$ cat src/rtl/mem_access_ctrl.sv
// Multicycle LW/LH/LB/SW/SH/SB sequencer between the datapath and a single-port word memory.
// Build option: define MEM_ACCESS_SIGN_EXT_EN to sign-extend LH/LB results (zero-extend otherwise).
module mem_access_ctrl #(
  parameter int unsigned MEM_LAT = 1
) (
  input  logic        clk,
  input  logic        reset_n,
  input  logic        start,
  input  logic [2:0]  op,
  input  logic [31:0] addr,
  input  logic [31:0] wdata,
  input  logic [31:0] mem_rdata,
  output logic [31:0] mem_addr,
  output logic        mem_wr,
  output logic [31:0] mem_wdata,
  output logic [31:0] rdata,
  output logic        busy,
  output logic        done,
  output logic        err
);

  localparam logic [2:0] OP_LW    = 3'b000;
  localparam logic [2:0] OP_LH    = 3'b001;
  localparam logic [2:0] OP_LB    = 3'b010;
  localparam logic [2:0] OP_SW    = 3'b100;
  localparam logic [2:0] OP_SH    = 3'b101;
  localparam logic [2:0] OP_SB    = 3'b110;
  localparam logic [2:0] LAT_INIT = 3'(MEM_LAT);

  typedef enum logic [1:0] {
    ST_IDLE  = 2'd0,
    ST_READ  = 2'd1,
    ST_WRITE = 2'd2,
    ST_DONE  = 2'd3
  } state_t;

  state_t      state_r;
  logic [2:0]  op_r;
  logic [31:0] wdata_r;
  logic [2:0]  cnt_r;
  logic [31:0] mdr_r;
  logic        err_flag_r;
  logic [31:0] mem_addr_r;
  logic        mem_wr_r;
  logic [31:0] mem_wdata_r;
  logic [31:0] rdata_r;
  logic        busy_r;
  logic        done_r;
  logic        err_r;
  logic [31:0] mdr_next_s;

  function automatic logic is_load(input logic [2:0] o);
    return (o == OP_LW) || (o == OP_LH) || (o == OP_LB);
  endfunction

  function automatic logic is_legal(input logic [2:0] o);
    return is_load(o) || (o == OP_SW) || (o == OP_SH) || (o == OP_SB);
  endfunction

  function automatic logic [31:0] ext_half(input logic [15:0] h);
`ifdef MEM_ACCESS_SIGN_EXT_EN
    return {{16{h[15]}}, h};
`else
    return {16'h0000, h};
`endif
  endfunction

  function automatic logic [31:0] ext_byte(input logic [7:0] b);
`ifdef MEM_ACCESS_SIGN_EXT_EN
    return {{24{b[7]}}, b};
`else
    return {24'h000000, b};
`endif
  endfunction

  function automatic logic [31:0] load_result(input logic [2:0] o, input logic [31:0] w);
    logic [31:0] r;
    case (o)
      OP_LH:   r = ext_half(w[15:0]);
      OP_LB:   r = ext_byte(w[7:0]);
      default: r = w;
    endcase
    return r;
  endfunction

  // Lanes covered by the mask come from the store source, the rest from the fetched word.
  function automatic logic [31:0] merge_store(input logic [2:0] o, input logic [31:0] old_w,
                                              input logic [31:0] src);
    logic [31:0] mask;
    case (o)
      OP_SH:   mask = 32'h0000_FFFF;
      OP_SB:   mask = 32'h0000_00FF;
      default: mask = 32'hFFFF_FFFF;
    endcase
    return (old_w & ~mask) | (src & mask);
  endfunction

  // Memory-data register capture: the read word is taken on the edge where the wait count hits 1.
  always_comb begin
    mdr_next_s = mdr_r;
    if ((state_r == ST_READ) && (cnt_r == 3'd1)) begin
      mdr_next_s = mem_rdata;
    end else begin
      mdr_next_s = mdr_r;
    end
  end

  // Sequencer FSM; every output is a register updated on the transition into its state.
  always_ff @(posedge clk or negedge reset_n) begin
    if (!reset_n) begin
      state_r     <= ST_IDLE;
      op_r        <= 3'b000;
      wdata_r     <= 32'h0000_0000;
      cnt_r       <= 3'd0;
      mdr_r       <= 32'h0000_0000;
      err_flag_r  <= 1'b0;
      mem_addr_r  <= 32'h0000_0000;
      mem_wr_r    <= 1'b0;
      mem_wdata_r <= 32'h0000_0000;
      rdata_r     <= 32'h0000_0000;
      busy_r      <= 1'b0;
      done_r      <= 1'b0;
      err_r       <= 1'b0;
    end else begin
      mem_wr_r <= 1'b0;
      done_r   <= 1'b0;
      err_r    <= 1'b0;
      mdr_r    <= mdr_next_s;
      case (state_r)
        ST_IDLE: begin
          if (start) begin
            op_r    <= op;
            wdata_r <= wdata;
            busy_r  <= 1'b1;
            if (!is_legal(op)) begin
              err_flag_r <= 1'b1;
              done_r     <= 1'b1;
              err_r      <= 1'b1;
              state_r    <= ST_DONE;
            end else if (op == OP_SW) begin
              err_flag_r  <= 1'b0;
              mem_addr_r  <= addr;
              mem_wdata_r <= wdata;
              mem_wr_r    <= 1'b1;
              state_r     <= ST_WRITE;
            end else begin
              err_flag_r <= 1'b0;
              mem_addr_r <= addr;
              cnt_r      <= LAT_INIT;
              state_r    <= ST_READ;
            end
          end else begin
            busy_r <= 1'b0;
          end
        end
        ST_READ: begin
          cnt_r <= cnt_r - 3'd1;
          if (cnt_r == 3'd1) begin
            if (is_load(op_r)) begin
              rdata_r <= load_result(op_r, mdr_next_s);
              done_r  <= 1'b1;
              err_r   <= err_flag_r;
              state_r <= ST_DONE;
            end else begin
              mem_wdata_r <= merge_store(op_r, mdr_next_s, wdata_r);
              mem_wr_r    <= 1'b1;
              state_r     <= ST_WRITE;
            end
          end else begin
            state_r <= ST_READ;
          end
        end
        ST_WRITE: begin
          done_r  <= 1'b1;
          err_r   <= err_flag_r;
          state_r <= ST_DONE;
        end
        ST_DONE: begin
          busy_r  <= 1'b0;
          state_r <= ST_IDLE;
        end
        default: begin
          busy_r  <= 1'b0;
          state_r <= ST_IDLE;
        end
      endcase
    end
  end

  assign mem_addr  = mem_addr_r;
  assign mem_wr    = mem_wr_r;
  assign mem_wdata = mem_wdata_r;
  assign rdata     = rdata_r;
  assign busy      = busy_r;
  assign done      = done_r;
  assign err       = err_r;

endmodule
$ cat config.mk
export PLATFORM = sky130hd
export DESIGN_NAME = mem_access_ctrl
export DESIGN_NICKNAME = d
export VERILOG_FILES = /design/src/rtl/mem_access_ctrl.sv
export SDC_FILE = /design/constraint.sdc
export NUM_CORES = 1
export LEC_CHECK = 0
export BUFFER_PORTS_ARGS = -buffer_cell sky130_fd_sc_hd__buf_4
export CORE_ASPECT_RATIO = 1.4
export CORE_UTILIZATION = 55
export CTS_BUF_LIST = sky130_fd_sc_hd__clkbuf_8
export CTS_CLUSTER_SIZE = 30
export DETAILED_ROUTE_END_ITERATION = 7
export GPL_TIMING_DRIVEN = 0
export PLACE_DENSITY = 0.79
export SETUP_SLACK_MARGIN = 0.05
export SKIP_LAST_GASP = 1
export SLEW_MARGIN = 20
export SYNTH_ARGS = -nofsm -noshare
export SYNTH_HDL_FRONTEND = slang
export SYNTH_SLANG_ARGS = --single-unit
$ cat constraint.sdc
create_clock -name clk -period 4.5 [get_ports clk]
set_clock_uncertainty 0.15 [all_clocks]
set_input_delay 0 -clock clk [delete_from_list [all_inputs] [get_ports clk]]
set_output_delay 0 -clock clk [all_outputs]
set_load 0.02 [all_outputs]
Yosys cells after proc, flatten, opt, wreduce, memory -nomap -nowiden
Cells that the tools add are included.
- bits in registers: 173
- output and inout bits: 100
- logic and storage cells: 93
- add/sub/neg operators: 1
- equal/unequal tests: 19
- multiplexer cells: 38
- bitwise gates (word level): 4
- reductions and logical operators: 18
- operators with widths (operator ; number):
    2-to-1 mux 32 bit ; 9
    one-hot mux 32 bit (2 select lines) ; 3
    bitwise AND 32 bit ; 2
    inverter 32 bit ; 1
    bitwise OR 32 bit ; 1
    == test 3 bit, second input constant ; 5
    2-to-1 mux 1 bit ; 13
    != test 2 bit, second input constant ; 5
    == test 3 x 1 -> 1 bit, second input constant ; 3
    2-to-1 mux 3 bit ; 3
    2-to-1 mux 2 bit ; 4
    one-hot mux 2 bit (4 select lines) ; 1
    logical OR 1 bit ; 7
    == test 3 x 2 -> 1 bit, second input constant ; 2
    zero test 3 bit ; 2
    one-hot mux 1 bit (3 select lines) ; 2
    one-hot mux 3 bit (2 select lines) ; 1
    AND reduction 3 bit ; 2
    AND reduction 6 bit ; 1
    == test 2 bit, second input constant ; 2
    one-hot mux 1 bit (2 select lines) ; 2
    AND reduction 4 bit ; 1
    nonzero test 2 bit ; 2
    subtractor 3 x 1 -> 3 bit, second input constant ; 1
    other kinds (5) ; 5

Depth between registers and ports, before layout
- depth after elaboration: 12
- gate-level depth with buffers: 8
- mapped depth without buffers: 6

Worst setup path after synthesis
Ideal clock, no wire load.
- path kind: reg-to-reg
- start point: register state_r[1]
- end point: register mem_wdata_r[2] (netlist: mem_wdata[2])
- library setup time: 125 ps
- data arrival time: 1748 ps
- setup slack: 2477 ps
- stages on the path, launching flop included: 7
- path buffers: 2
- period minus slack after synthesis: 2023 ps
- path through: dfrtp_1 -> inv_1 -> ha_1 -> buf_2 -> clkbuf_1 -> mux2_2 -> mux2_4
- word-level cells in the longest chain between the ends: 8
- elaborated cells on any way between the ends: 16
- those cells by class: 6 x eq/ne; 4 x mux; 2 x bitwise; 4 x reduce/logical
- RTL lines (what ; RTL line ; source):
    start: declaration ; 37 ; state_t state_r;
    start signal: assignment ; 111 ; state_r <= ST_IDLE;
    start signal: assignment ; 139 ; state_r <= ST_DONE;
    start signal: assignment ; 145 ; state_r <= ST_WRITE;
    == test 2 x 1 -> 1 bit ; 101, 129 ;
    logical AND 1 bit ; 101 ; if ((state_r == ST_READ) && (cnt_r == 3'd1)) begin
    2-to-1 mux 32 bit ; 101 ;
    bitwise AND 32 bit ; 95 ; return (old_w & ~mask) | (src & mask);
    bitwise OR 32 bit ; 95 ;
    2-to-1 mux 32 bit ; 159 ; if (is_load(op_r)) begin
    2-to-1 mux 32 bit ; 158 ; if (cnt_r == 3'd1) begin
    one-hot mux 32 bit (2 select lines) ; 129 ; case (state_r)
    end signal: assignment ; 143 ; mem_wdata_r <= wdata;
    end signal: assignment ; 165 ; mem_wdata_r <= merge_store(op_r, mdr_next_s, wdata_r);
    end: declaration ; 45 ; logic [31:0] mem_wdata_r;
Several ways; a longest one is shown, not always the timed one. The select of a mux whose other input is x is not followed.
A chain may end at the register's enable or synchronous reset.

Final worst setup path
- start point: register state_r[1]
- end point: register mem_wdata_r[4] (netlist: mem_wdata[4])
Same word-level chain as after synthesis.

==> flow_summary_export.csv <==
group,metric,value,unit
status,outcome,"finished, final reports clean",
grt,track_usage,0.305,
cells_and_area,syn_to_final_growth,43.0,%
sta,fin_tns_setup,0,ns
cts,ctsResizeCount,0,
cells_and_area,nFillCells,762,
yosys,yosysSeqAreaShare,0.569,
yosys,synthArstFlopShare,1.00,
cts,cts_buffers,17,
place,globalplace.congestion,0.848,
yosys,synthSimpleGateAreaFrac,0.0469,
route,routed_wl,20500,um
flow_run,maxCapViolCount,0,
yosys,synth_most_common_cell,"dfrtp_1",
cells_and_area,fin_nets,969,
floorplanning,rows,50,
setup_path,critPathBufInv,3,
yosys,yosys.area.top_type_share,0.569,
yosys,synth_xor_area_frac,0.00115,
grt,grt_pass1_wl,32400,um
cts,htree_levels,4,
sta,final_hold_viol_count,0,
pwr,intPower,4.92,mW
route,wl_per_cell,19.4,um
yosys,synth_adder_area_share,0.0115,
pwr,p_leak,5.23,nW
place,dp_hpwl,12900,um
cts,cts.clk_slew.worst_paths,0.09,ns
floorplanning,start_util,0.565,
yosys,yosys_warnings,0,
pwr,p_clk_frac,0.153,
grt,grt_pass1_vias,6452,
floorplanning,die_x,101,um
pwr,peakVddDrop,0.000490,V
setup_path,cpLargestDelayFamily,"buffers and inverters",
sta,timing.fmax,0.429,GHz
floorplanning,die_h,141,um
sta,slew_viol_final,0,
yosys,synth_area_leader_cell,"dfrtp_1",
pwr,seq_power_share,0.355,
cts,clkSinkCount,173,
grt,grt_max_degree,105,
grt,antenna_found_initial,1,
cts,cts_buffer_depth,2,
pwr,comb_power_share,0.493,
yosys,netlist_top_cells_count,"dfrtp_1, mux2_2, mux2i_1",
yosys,avgSynthCellArea,14.2,sq um
yosys,synth_top_family_by_area,"multiplexers",
pwr,powerDensity,718,nW/um^2
sta,hold_slack,0.151,ns
worst_hold_path,holdCritPathClass,"input port to flip-flop",
place,portBuffers,201,
setup_path,crit_type,"flip-flop to flip-flop",
setup_path,slowest_stage,"dfrtp_1",
cts,cts_tree,"built",
yosys,syn-instance-count,535,
yosys,synth_edf_count,0,
cells_and_area,postLayoutCoreUtil,0.808,
sta,worst_pin_slew,0.836,ns
floorplanning,dieArea,14300,sq um
setup_path,startpoint_type,"flip-flop",
cts,clk_latency,0.47,ns
sta,fin_crit_sh,0.518,
yosys,synth_compound_area_frac,0.0540,
grt,overflow,0,
floorplanning,core-area,13500,sq um
yosys,syn_nets,644,
setup_path,cp-end-kind,"flip-flop",
floorplanning,ios,202,
sta,relSlewSlack,0.443,
yosys,ys_ff_latch,173,
sta,rsz0062_at_grt,"false",
route,dr.first_iter.drc_count,222,
sta,fin_crit,2.33,ns
setup_path,crit_required,4.71,ns
yosys,ys_top_cells_by_area,"dfrtp_1, mux2_2, mux2i_1",
setup_path,cp_max_fo,10,
yosys,synth_ff_type,"dfrtp_1",
route,viasPerCell,5.40,
route,first_pass_iters,4,
route,vias,5695,
setup_path,arrival,2.54,ns
pwr,swShare,0.370,
cells_and_area,drive_gt1_frac,0.446,
cts,hold_buffers,104,
yosys,syn-cell-area,7600,sq um
cts,cts_setup_buffers,0,
route,antenna_left,0,
cts,root_buffer,"clkbuf_8",
yosys,synth.distinct_cells,41,
pwr,switchingPower,2.89,mW
yosys,muxShareOfSynthArea,0.289,
setup_path,cp_cell_sequence,"inv_1, ha_1, buf_2, clkbuf_1, mux2_2, mux2_4",
sta,finalSetupViolations,0,
route,drcViolationCount,0,
setup_path,critPathMaxStageDelay,0.42,ns
## routing by layer
metal | share of wire | track usage | up-vias
met5 | 0 | 0 | -
met4 | 0.036 | 0.150 | 0
met3 | 0.044 | 0.0714 | 52
met2 | 0.55 | 0.553 | 192
met1 | 0.37 | 0.326 | 2893
li1 | - | - | 2558
## tightest hold or removal path, cell delays in order
cell and delay (ns):
dlygate4sd3_1 0.52, buf_4 0.10, mux2_2 0.12
## logic make-up after synthesis
kind of cell	after synthesis
simple gates	70
fa+ha+maj	7
xor+xnor	1
mux	195
compound gates	51
flops	173
buf+inv	38
## registers in the layout, indices dropped and copies added, names as in the netlist, 2 cells and up
name       count
mdr_r         32
state_r        2
wdata_r       32
op_r           3
mem_wdata     32
mem_addr      32
rdata         32
cnt_r          3
## stage by stage
step                      power (mW)  setup WS (ns)  cell area, sq um  cells
final                           7.81           2.17             10900   1055
after global routing            8.22           1.99             10900   1055
after CTS                       7.77           2.03             10900   1054
after detailed placement        6.49           2.03              9380    919
after global placement          6.31           2.15              9340    918
after floorplan                 5.17           2.48              7600    535
## power by group through the flow
stage	combinational (mW)	clock, mW	sequential, mW
2_1_floorplan	1.97	0	3.19
3_3_place_gp	3.60	0	2.71
5_1_grt	4.10	1.27	2.85
3_5_place_dp	3.73	0	2.76
6_report	3.85	1.19	2.77
4_1_cts	3.82	1.20	2.74
## path summary, 6_finish.rpt
kind	cells after the start	slack [ns]	start	endpoint
setup / recovery	6	2.17	state_r[1]$_DFFE_PN0P_	mem_wdata[4]$_DFFE_PN0P_
hold / removal	3	0.15	addr[22]	mem_addr[22]$_DFFE_PN0P_
setup reg to reg	6	2.17	state_r[1]$_DFFE_PN0P_	mem_wdata[4]$_DFFE_PN0P_
hold reg to reg	2	0.34	rdata[0]$_DFFE_PN0P_	rdata[0]$_DFFE_PN0P_
max in group asynchronous	4	3.21	reset_n	wdata_r[10]$_DFFE_PN0P_
min in group asynchronous	4	0.49	reset_n	rdata[0]$_DFFE_PN0P_
## cell usage in the layout (no fill, tap or decap), types with 5 or more instances in the layout
master,Yosys,final
inv_1,7,8
mux2_2,109,109
buf_4,4,204
nand2_1,43,43
o221ai_1,8,8
mux2_4,20,20
dfrtp_1,173,173
buf_6,5,5
o21ai_0,5,5
ha_1,7,7
dlygate4sd3_1,0,103
mux2i_1,56,56
clkbuf_8,0,19
nand2b_1,11,11
buf_2,13,13
mux2_1,10,10
clkbuf_1,8,8
a22o_1,24,24
## final cells by class
type,instances,area (sq um),area share
Antenna cell,1,2.50,0.000230
Buffer,31,185,0.0170
Clock buffer,19,262,0.0240
Clock inverter,12,170,0.0156
Inverter,7,26.3,0.00242
Multi-Input combinational cell,324,3070,0.282
Sequential cell,173,4330,0.398
Tap cell,182,228,0.0209
Timing Repair Buffer,306,2600,0.239
(Power assumes the default switching activity.)
